--- config.mk ---
export PLATFORM = sky130hd
export DESIGN_NAME = ber_meter
export DESIGN_NICKNAME = d
export VERILOG_FILES = /design/src/rtl/ber_pkg.sv /design/src/rtl/ber_ref_delay.sv /design/src/rtl/ber_meter.sv
export SDC_FILE = /design/constraint.sdc
export NUM_CORES = 1
export LEC_CHECK = 0
export BUFFER_PORTS_ARGS = -buffer_cell sky130_fd_sc_hd__buf_4
export CORE_MARGIN = 4
export CORE_UTILIZATION = 40
export CTS_BUF_LIST = sky130_fd_sc_hd__clkbuf_8
export DETAILED_ROUTE_END_ITERATION = 10
export PLACE_DENSITY = 0.56
export SLEW_MARGIN = 5
export SYNTH_ARGS = -nofsm -noshare
export SYNTH_HDL_FRONTEND = slang
export SYNTH_SLANG_ARGS = --single-unit
--- constraint.sdc ---
create_clock -name clk -period 5 [get_ports clk]
set_input_delay 1.5 -clock clk [delete_from_list [all_inputs] [get_ports clk]]
set_output_delay 1.5 -clock clk [all_outputs]
set_load 0.05 [all_outputs]
--- src/rtl/ber_pkg.sv ---
// Shared types and helpers for the 16-QAM bit/symbol error-rate meter.
package ber_pkg;

    localparam int unsigned SYM_W  = 2;
    localparam int unsigned PAIR_W = 2 * SYM_W;

    typedef enum logic [1:0] {
        ST_IDLE    = 2'd0,
        ST_FILL    = 2'd1,
        ST_SEARCH  = 2'd2,
        ST_MEASURE = 2'd3
    } ber_state_t;

    function automatic logic [2:0] popcount4(input logic [3:0] v);
        return 3'(v[0]) + 3'(v[1]) + 3'(v[2]) + 3'(v[3]);
    endfunction

    function automatic logic [31:0] sat_add32(input logic [31:0] acc, input logic [2:0] inc);
        logic [32:0] sum;
        sum = {1'b0, acc} + {30'd0, inc};
        return sum[32] ? '1 : sum[31:0];
    endfunction

    function automatic logic [15:0] sat_inc16(input logic [15:0] v);
        return (v == '1) ? v : v + 16'd1;
    endfunction

endpackage

--- src/rtl/ber_ref_delay.sv ---
// Reference symbol delay line: tap[sel] is the input delayed by sel+1 shifts.
module ber_ref_delay
    import ber_pkg::*;
#(
    parameter int unsigned MAX_DLY = 64,
    parameter int unsigned DLY_W   = 6
) (
    input  logic              clk,
    input  logic              reset,
    input  logic              shift_en,
    input  logic [PAIR_W-1:0] din,
    input  logic [DLY_W-1:0]  sel,
    output logic [PAIR_W-1:0] tap
);

    logic [PAIR_W-1:0] line [MAX_DLY];

    always_ff @(posedge clk or negedge reset) begin
        if (!reset) begin
            for (int unsigned i = 0; i < MAX_DLY; i++) begin
                line[i] <= '0;
            end
        end else if (shift_en) begin
            line[0] <= din;
            for (int unsigned i = 1; i < MAX_DLY; i++) begin
                line[i] <= line[i-1];
            end
        end
    end

    assign tap = line[sel];

endmodule

--- src/rtl/ber_meter.sv ---
// Error-rate meter: finds the rx delay against the reference, then counts errors per window.
// Optional self-test input err_inject is present when BER_ERR_INJECT_EN is defined.
module ber_meter
    import ber_pkg::*;
#(
    parameter int unsigned MAX_DLY  = 64,
    parameter int unsigned DLY_W    = 6,
    parameter int unsigned ACQ_LEN  = 32,
    parameter int unsigned LOSS_LEN = 16,
    parameter int unsigned WIN_LOG2 = 20
) (
    input  logic             clk,
    input  logic             reset,
    input  logic             sym_clk_ena,
    input  logic             enable,
    input  logic             clear,
`ifdef BER_ERR_INJECT_EN
    input  logic             err_inject,
`endif
    input  logic [1:0]       ref_i,
    input  logic [1:0]       ref_q,
    input  logic [1:0]       rx_i,
    input  logic [1:0]       rx_q,
    output logic             locked,
    output logic [DLY_W-1:0] delay,
    output logic             done,
    output logic [31:0]      bit_errs,
    output logic [31:0]      sym_errs,
    output logic [15:0]      win_count
);

    localparam int unsigned MATCH_W = $clog2(ACQ_LEN + 1);
    localparam int unsigned RUN_W   = $clog2(LOSS_LEN + 1);

    ber_state_t          state_q, state_d;
    logic [DLY_W-1:0]    fill_cnt;
    logic [MATCH_W-1:0]  match_cnt;
    logic [RUN_W-1:0]    run_cnt;
    logic [WIN_LOG2-1:0] sym_cnt;
    logic [31:0]         bit_acc, sym_acc;
    logic [31:0]         bit_acc_nxt, sym_acc_nxt;
    logic [DLY_W-1:0]    delay_q;
    logic                done_q;
    logic [31:0]         bit_errs_q, sym_errs_q;
    logic [15:0]         win_count_q;

    logic [PAIR_W-1:0]   tap, rx_sym, err_vec;
    logic                sym_err, fill_done, acq_done, loss, win_end;

    ber_ref_delay #(
        .MAX_DLY (MAX_DLY),
        .DLY_W   (DLY_W)
    ) u_ref_delay (
        .clk      (clk),
        .reset    (reset),
        .shift_en (sym_clk_ena && (state_q != ST_IDLE)),
        .din      ({ref_i, ref_q}),
        .sel      (delay_q),
        .tap      (tap)
    );

`ifdef BER_ERR_INJECT_EN
    assign rx_sym = {rx_i[1], rx_i[0] ^ err_inject, rx_q};
`else
    assign rx_sym = {rx_i, rx_q};
`endif

    assign err_vec     = rx_sym ^ tap;
    assign sym_err     = |err_vec;
    assign fill_done   = (fill_cnt == DLY_W'(MAX_DLY - 1));
    assign acq_done    = !sym_err && (match_cnt == MATCH_W'(ACQ_LEN - 1));
    assign loss        = sym_err && (run_cnt == RUN_W'(LOSS_LEN - 1));
    assign win_end     = (sym_cnt == '1);
    assign bit_acc_nxt = sat_add32(bit_acc, popcount4(err_vec));
    assign sym_acc_nxt = sat_add32(sym_acc, {2'b00, sym_err});

    always_ff @(posedge clk or negedge reset) begin
        if (!reset) begin
            state_q <= ST_IDLE;
        end else begin
            state_q <= state_d;
        end
    end

    always_comb begin
        state_d = state_q;
        if (!enable) begin
            state_d = ST_IDLE;
        end else if (clear) begin
            state_d = ST_FILL;
        end else begin
            case (state_q)
                ST_IDLE:    state_d = ST_FILL;
                ST_FILL:    if (sym_clk_ena && fill_done) state_d = ST_SEARCH;
                ST_SEARCH:  if (sym_clk_ena && acq_done)  state_d = ST_MEASURE;
                ST_MEASURE: if (sym_clk_ena && loss)      state_d = ST_SEARCH;
                default:    state_d = ST_IDLE;
            endcase
        end
    end

    // enable low / clear wipe the run counters but leave delay and published results alone
    always_ff @(posedge clk or negedge reset) begin
        if (!reset) begin
            fill_cnt    <= '0;
            match_cnt   <= '0;
            run_cnt     <= '0;
            sym_cnt     <= '0;
            bit_acc     <= '0;
            sym_acc     <= '0;
            delay_q     <= '0;
            done_q      <= 1'b0;
            bit_errs_q  <= '0;
            sym_errs_q  <= '0;
            win_count_q <= '0;
        end else begin
            done_q <= 1'b0;
            if (!enable || clear) begin
                fill_cnt  <= '0;
                match_cnt <= '0;
                run_cnt   <= '0;
                sym_cnt   <= '0;
                bit_acc   <= '0;
                sym_acc   <= '0;
            end else if (sym_clk_ena) begin
                case (state_q)
                    ST_FILL: begin
                        if (fill_done) begin
                            fill_cnt  <= '0;
                            delay_q   <= '0;
                            match_cnt <= '0;
                        end else begin
                            fill_cnt <= fill_cnt + DLY_W'(1);
                        end
                    end
                    ST_SEARCH: begin
                        if (sym_err) begin
                            match_cnt <= '0;
                            delay_q   <= (delay_q == DLY_W'(MAX_DLY - 1)) ? '0 : delay_q + DLY_W'(1);
                        end else if (acq_done) begin
                            match_cnt   <= '0;
                            run_cnt     <= '0;
                            sym_cnt     <= '0;
                            bit_acc     <= '0;
                            sym_acc     <= '0;
                            win_count_q <= '0;
                        end else begin
                            match_cnt <= match_cnt + MATCH_W'(1);
                        end
                    end
                    ST_MEASURE: begin
                        // loss of lock outranks a window end: the window is dropped unpublished
                        if (loss) begin
                            run_cnt <= '0;
                            sym_cnt <= '0;
                            bit_acc <= '0;
                            sym_acc <= '0;
                        end else begin
                            run_cnt <= sym_err ? run_cnt + RUN_W'(1) : '0;
                            sym_cnt <= sym_cnt + WIN_LOG2'(1);
                            if (win_end) begin
                                bit_errs_q  <= bit_acc_nxt;
                                sym_errs_q  <= sym_acc_nxt;
                                done_q      <= 1'b1;
                                win_count_q <= sat_inc16(win_count_q);
                                bit_acc     <= '0;
                                sym_acc     <= '0;
                            end else begin
                                bit_acc <= bit_acc_nxt;
                                sym_acc <= sym_acc_nxt;
                            end
                        end
                    end
                    default: ;
                endcase
            end
        end
    end

    always_comb begin
        locked = (state_q == ST_MEASURE);
    end

    assign delay     = delay_q;
    assign done      = done_q;
    assign bit_errs  = bit_errs_q;
    assign sym_errs  = sym_errs_q;
    assign win_count = win_count_q;

endmodule

# Word level (Yosys, flattened, before mapping)
# Cells that the tools add are included.
[totals] regBits=446 out_inout_bits=88 word_cells=199 input_bits=13
[classes] n_lt_le_gt_ge=1 eq_ne=22 add_sub_neg=11 mux=60 n_bitwise=4 reduce_logical=25
[ops] operator="32-bit 2-to-1 mux" count=12
[ops] operator="32-bit one-hot mux with 2 select lines" count=2
[ops] operator="20-bit 2-to-1 mux" count=5
[ops] operator="16-bit 2-to-1 mux" count=5
[ops] operator="6-bit 2-to-1 mux" count=11
[ops] operator="20-bit one-hot mux with 2 select lines" count=1
[ops] operator="32-bit by 1-bit adder with 33-bit output" count=1
[ops] operator="32-bit by 3-bit adder with 33-bit output" count=1
[ops] operator="16-bit one-hot mux with 2 select lines" count=1
[ops] operator="5-bit 2-to-1 mux" count=6
[ops] operator="4-bit binary-select mux with 6-bit select" count=1
[ops] operator="6-bit one-hot mux with 2 select lines" count=2
[ops] operator="20-bit by 1-bit adder with 20-bit output (second input constant)" count=1
[ops] operator="20-bit == test (second input constant)" count=1
[ops] operator="6-bit by 1-bit adder with 6-bit output (second input constant)" count=3
[ops] operator="16-bit by 1-bit adder with 16-bit output (second input constant)" count=1
[ops] operator="16-bit == test (second input constant)" count=1
[ops] operator="6-bit == test (second input constant)" count=2
[ops] operator="2-bit inequality test (second input constant)" count=6
[ops] operator="2-bit 2-to-1 mux" count=5
[ops] operator="5-bit one-hot mux with 2 select lines" count=1
[ops] operator="5-bit AND reduction" count=2
[ops] operator="2-bit nonzero test" count=5
[ops] operator="3-bit inequality test (second input constant)" count=3
[ops] operator="other kinds (28)" count=44

# Logic depth before layout (Yosys ltp)
[logic_depth] depth_word=15 ltp_mapped=27 mapped_depth_nobuf=19

# By module
# From an unflattened synthesis, not the netlist that was laid out.
[unflattened] cells_unflattened=1879 area_unflattened_um2=21894.7
[by_module_without_submodules] mod="ber_ref_delay" cells_per_inst=694 seq_area_each_um2=6406.1 area_per_inst_um2=11453.5 instances=1
[by_module_without_submodules] mod="ber_meter" cells_per_inst=1185 seq_area_each_um2=4754.6 area_per_inst_um2=10441.3 instances=1

# Worst setup path after synthesis
# No wires, ideal clock.
[synth_path] path_type="flip-flop to flip-flop" from="register delay_q[0] (netlist: delay[0])" to="register bit_acc[6]" arrival_time_ns=5.564 path_slack_ns=-0.642 required_time_ns=4.923 setup_time_ns=0.077 path_stages_with_launch=26 path_buffers=7 synth_period_minus_slack_ns=5.642 cell_sequence="dfrtp_1 > buf_4 > buf_6 > buf_6 > mux2_1 > a222oi_1 > a32oi_1 > a22oi_1 > a21oi_1 > xnor2_2 > fa_1 > fa_1 > inv_1 > fa_1 > and3_1 > clkbuf_1 > and3_1 > clkbuf_1 > nand3_1 > nor2_1 > nand2_1 > or3_1 > clkbuf_1 > clkbuf_1 > a31o_2 > a21oi_1"
[synth_between] elab_chain_cells=15 elab_cells_between_ends=22 cone_classes="add/sub: 4; eq/ne: 2; mux: 9; bitwise: 2; reduce/logical: 5"
[synth_rtl] item="from (decl)" line_no="ber_meter.sv:42" rtl="logic [DLY_W-1:0] delay_q;"
[synth_rtl] item="from (signal assigned)" line_no="ber_meter.sv:139" rtl="delay_q <= (delay_q == DLY_W'(MAX_DLY - 1)) ? '0 : delay_q + DLY_W'(1);"
[synth_rtl] item="6-bit inverter with 7-bit output (implied by the code) (*)" line_no="ber_ref_delay.sv:31" rtl="assign tap = line[sel];"
[synth_rtl] item="4-bit binary-select mux with 6-bit select (*)" line_no="ber_ref_delay.sv:31"
[synth_rtl] item="4-bit 2-to-1 mux (implied by the code) (*) (2 in a row)" line_no="ber_ref_delay.sv:31"
[synth_rtl] item="4-bit bitwise XOR (*)" line_no="ber_meter.sv:68" rtl="assign err_vec = rx_sym ^ tap;"
[synth_rtl] item="1-bit by 1-bit adder with 2-bit output" line_no="ber_pkg.sv:15" rtl="return 3'(v[0]) + 3'(v[1]) + 3'(v[2]) + 3'(v[3]);"
[synth_rtl] item="2-bit by 1-bit adder with 3-bit output" line_no="ber_pkg.sv:15"
[synth_rtl] item="3-bit by 1-bit adder with 3-bit output" line_no="ber_pkg.sv:15"
[synth_rtl] item="32-bit by 3-bit adder with 33-bit output" line_no="ber_pkg.sv:20" rtl="sum = {1'b0, acc} + {30'd0, inc};"
[synth_rtl] item="32-bit 2-to-1 mux" line_no="ber_pkg.sv:21" rtl="return sum[32] ? '1 : sum[31:0];"
[synth_rtl] item="32-bit 2-to-1 mux" line_no="ber_meter.sv:161" rtl="if (win_end) begin"
[synth_rtl] item="32-bit 2-to-1 mux" line_no="ber_meter.sv:153" rtl="if (loss) begin"
[synth_rtl] item="32-bit one-hot mux with 2 select lines" line_no="ber_meter.sv:126" rtl="case (state_q)"
[synth_rtl] item="32-bit 2-to-1 mux" line_no="ber_meter.sv:125" rtl="end else if (sym_clk_ena) begin"
[synth_rtl] item="32-bit 2-to-1 mux" line_no="ber_meter.sv:118" rtl="if (!enable || clear) begin"
[synth_rtl] item="to (signal assigned)" line_no="ber_meter.sv:169" rtl="bit_acc <= bit_acc_nxt;"
[synth_rtl] item="to (decl)" line_no="ber_meter.sv:40" rtl="logic [31:0] bit_acc, sym_acc;"
# Every way passes the cells marked *; elsewhere a longest branch is shown, timed or not. The select of a mux whose other input is x is not followed.
# A chain may end at the register's enable or synchronous reset.

# Worst setup path after layout
[layout_path] from="register delay_q[0] (netlist: delay[0])" to="register bit_acc[23]"
# The elaborated chain is that of the path after synthesis.

==> results.txt <==
EDFF count, synth = 0
Fin crit share = 0.9869
Routability cong. = 0.7925
Top cells by count, synth = dfrtp_1 (446), mux2_2 (293), nand2_1 (120), a21oi_1 (98), clkbuf_1 (81)
Clock-pin slew on the worst setup and hold paths = 0.06 ns
Starting Density = 0.4053
Post-Synth Simple-Gate Area = 0.1024
Reg2reg end = bit_acc[23]$_DFFE_PN0P_
Largest fanout on the critical path = 14
Number of remaining DRC errors = 0
Clock tree sinks = 446
Status = finished, final reports clean
Main combinational cell family by area after synthesis = multiplexers
Max-slew violations = 0
Worst-Margin Slew = 1.063 ns
Crit path from = delay[0]$_DFFE_PN0P_
Vias per cell = 5.421
Crit start category = flip-flop
Slowest stage delay, CP = 0.52 ns
Final setup fails = 0
Delay-heaviest family, CP = simple AND/OR/NAND/NOR gates
Cts hold-fix bufs = 0
Yosys cell types = 75
Root buf cell = clkbuf_8
Net count, final = 2120
Vias in the first global route = 16000
Fmax = 202.7 MHz
Top_reg_cell synth = dfrtp_1
Core area = 55310 sq um
Die width = 244.7 um
Post-route cell area = 26600 sq um
Number of buffers and inverters on the critical path = 3
Hold crit path type = flip-flop to flip-flop
DP Area = 24630 sq um
N_diodes = 0
Reg2Reg Depth = 19
Initial antenna violation count = 0
Max clock buf depth = 3
Area of the mapped netlist = 22420 sq um
Final hold viol count = 0
Cell Rows = 86
Post-DRT Antenna Nets = 0
Synth warnings = 0
Slowest stage cell, crit path = mux4_2
I/O Pins = 101
Max-cap viol count = 0
CTS tree = done
Power Internal = 0.006757 W
Via count = 15720
Share of power burned in registers = 0.432
Clock insertion delay at the later pin of the skew report = 0.67 ns
Post-synthesis sequential area ratio = 0.4979
DIE AREA = 59890 sq um
Post-Synth Adder-Cell Area = 0.01049
Hold Crit Depth = 1
Clock Skew = 0.04439 ns
Psw = 0.002782 W
H-tree depth = 3
Yosys top cell by area = dfrtp_1
Dominant cells by area after synthesis = dfrtp_1 (50%), mux2_2 (15%), mux4_2 (4.0%)
Power Density = 358.6 nW/um^2
DR WL/cell = 17.57 um
Total grt overflow = 0
Crit-path cells = buf_12 > mux4_2 > a22o_1 > a31oi_1 > a31oi_1 > and2_1 > fa_1 > fa_2 > inv_2 > fa_2 > and3_4 > and3_4 > nand3_2 > nor2_2 > nand2_1 > or3_4 > buf_12 > a41oi_1 > o22a_1
Most common cell in the netlist = dfrtp_1
Layout cells sized above 1 = 0.3550
Hold_sp = bit_errs[21]$_DFFE_PN0P_
Clock power share = 0.360
Tmin final = 4.934 ns
Leak Pwr = 13.13 nW
Area growth from synthesis to layout = 18.68%
DRT Pass-1 Iters = 6
XOR/XNOR Fraction of Synth Area = 0.02104
Worst path required time = 5.60 ns
Post-DP HPWL = 33470 um
Total Wirelength = 50950 um
Share of the synthesized area in the top cell type = 0.4979
Reg-to-Reg Start = delay[0]$_DFFE_PN0P_
CTS buffer count = 83
Crit. End Element = flip-flop
First-pass GRT wire length = 83950 um
Worst Hold End = bit_errs[21]$_DFFE_PN0P_
RSZ-0062 raised after global routing = true
Largest net degree at the start of global routing = 118
Compound-gate portion of the synthesized area = 0.1071
Gate power share = 0.208
Port Buffer Count = 100
Fraction of registers with async set/reset = 1.000
Relative slew slack = 0.2914
IR drop worst, VDD = 0.2579 mV
Flop2flop setup slack = 0.07 ns
Total power = 0.009539 W
Synthesized area per cell = 11.72 sq um
Sw Ratio = 0.2916
Mux share of post-synthesis cell area = 0.2269
Die Y-Extent = 244.7 um
Cells after Synth = 1913
Setup Crit Path Kind = flip-flop to flip-flop
Flops & latches, synth = 446
Syn_nets = 1943
GRT Overall Usage = 0.1691
DRT iter0 DRCs = 977
Crit path DAT = 5.53 ns
## flip-flops by register name, summed over array words and instances (netlist names), 2 cells and up
signal and flops:
sym_acc 32, bit_acc 32, u_ref_delay.line 256, state_q 2, delay 6, sym_cnt 20, bit_errs 32, fill_cnt 6
win_count 16, sym_errs 32, run_cnt 5, match_cnt 6
## cell type report
cell class / instances / area [sq um]
Fill cell: 5095 / 28710
Sequential cell: 446 / 11170
Multi-Input combinational cell: 1298 / 10760
Timing Repair Buffer: 221 / 1947
Clock buffer: 105 / 1445
Tap cell: 748 / 935.9
Clock inverter: 42 / 196.4
Inverter: 40 / 150.1
## placed cells by master, fill, tap and decap left out, types with 14 or more instances in the layout
master	n
a31oi_1	22
buf_12	19
nor2b_1	15
o22a_1	36
a21oi_1	96
o21ai_0	58
xnor2_1	29
and3_1	42
nand2_1	116
clkbuf_8	105
a31o_2	15
inv_1	68
nand2b_1	16
nand4_1	14
mux2_2	293
nor3_1	15
xor2_1	21
a22o_1	21
mux2_1	27
nor2_1	69
dfrtp_1	443
mux2i_1	57
buf_4	198
nand3_1	64
mux4_2	40
and2_1	16
## layer usage
metal	share of wire	track usage
met5	0	0
met4	0.021	0.05722
met3	0.042	0.03310
met2	0.48	0.2722
met1	0.46	0.2306
## logic make-up after synthesis
group                    Yosys count
AO/OA/AOI/OAI                    357
XOR/XNOR                          53
adder cells (fa/ha/maj)           17
buffers and inverters            169
flip-flops                       446
multiplexers                     418
AND/OR/NAND/NOR                  453
## power groups by stage
stage	Clock, W	Combinational, W	Sequential, W
after floorplan	0	0.00130	0.00416
after global placement	0	0.00195	0.00417
after detailed placement	0	0.00197	0.00419
after CTS	0.00359	0.00198	0.00412
after global routing	0.00375	0.00215	0.00416
final	0.00344	0.00198	0.00412
## repair_timing
| action | 4_1_cts | 5_1_grt |
|---|---|---|
| pin swaps | 5 | 17 |
| resized for setup | 3 | 42 |
| endpoints found under the setup margin | 34 | 119 |
| setup buffers | 2 | 8 |
| cloned | 0 | 2 |
## per-stage QoR
step	std cells	setup TNS, ns	util	setup slack, ns	hold slack, ns
2_1_floorplan	1913	-3.520	-	-0.1559	0.4563
3_3_place_gp	2741	-0.04360	0.4453	-0.04360	0.4692
3_5_place_dp	2741	-0.3465	0.4453	-0.06096	0.4761
4_1_cts	2890	0	0.4755	0.006102	0.4810
5_1_grt	2900	-5.913	0.4810	-0.1691	0.4977
6_report	2900	0	0.4810	0.06556	0.4827
## how the worst max path moves through the flow
stage / end / slack, ns / cells past startpoint
6_report: bit_acc[23]$_DFFE_PN0P_ / 0.07 / 19
5_1_grt: bit_acc[27]$_DFFE_PN0P_ / -0.17 / 20
4_1_cts: bit_acc[27]$_DFFE_PN0P_ / 0.006 / 21
3_5_place_dp: bit_errs[29]$_DFFE_PN0P_ / -0.06 / 16
3_3_place_gp: bit_errs[29]$_DFFE_PN0P_ / -0.04 / 15
2_1_floorplan: bit_acc[6]$_DFFE_PN0P_ / -0.16 / 25
(Power assumes the default switching activity.)
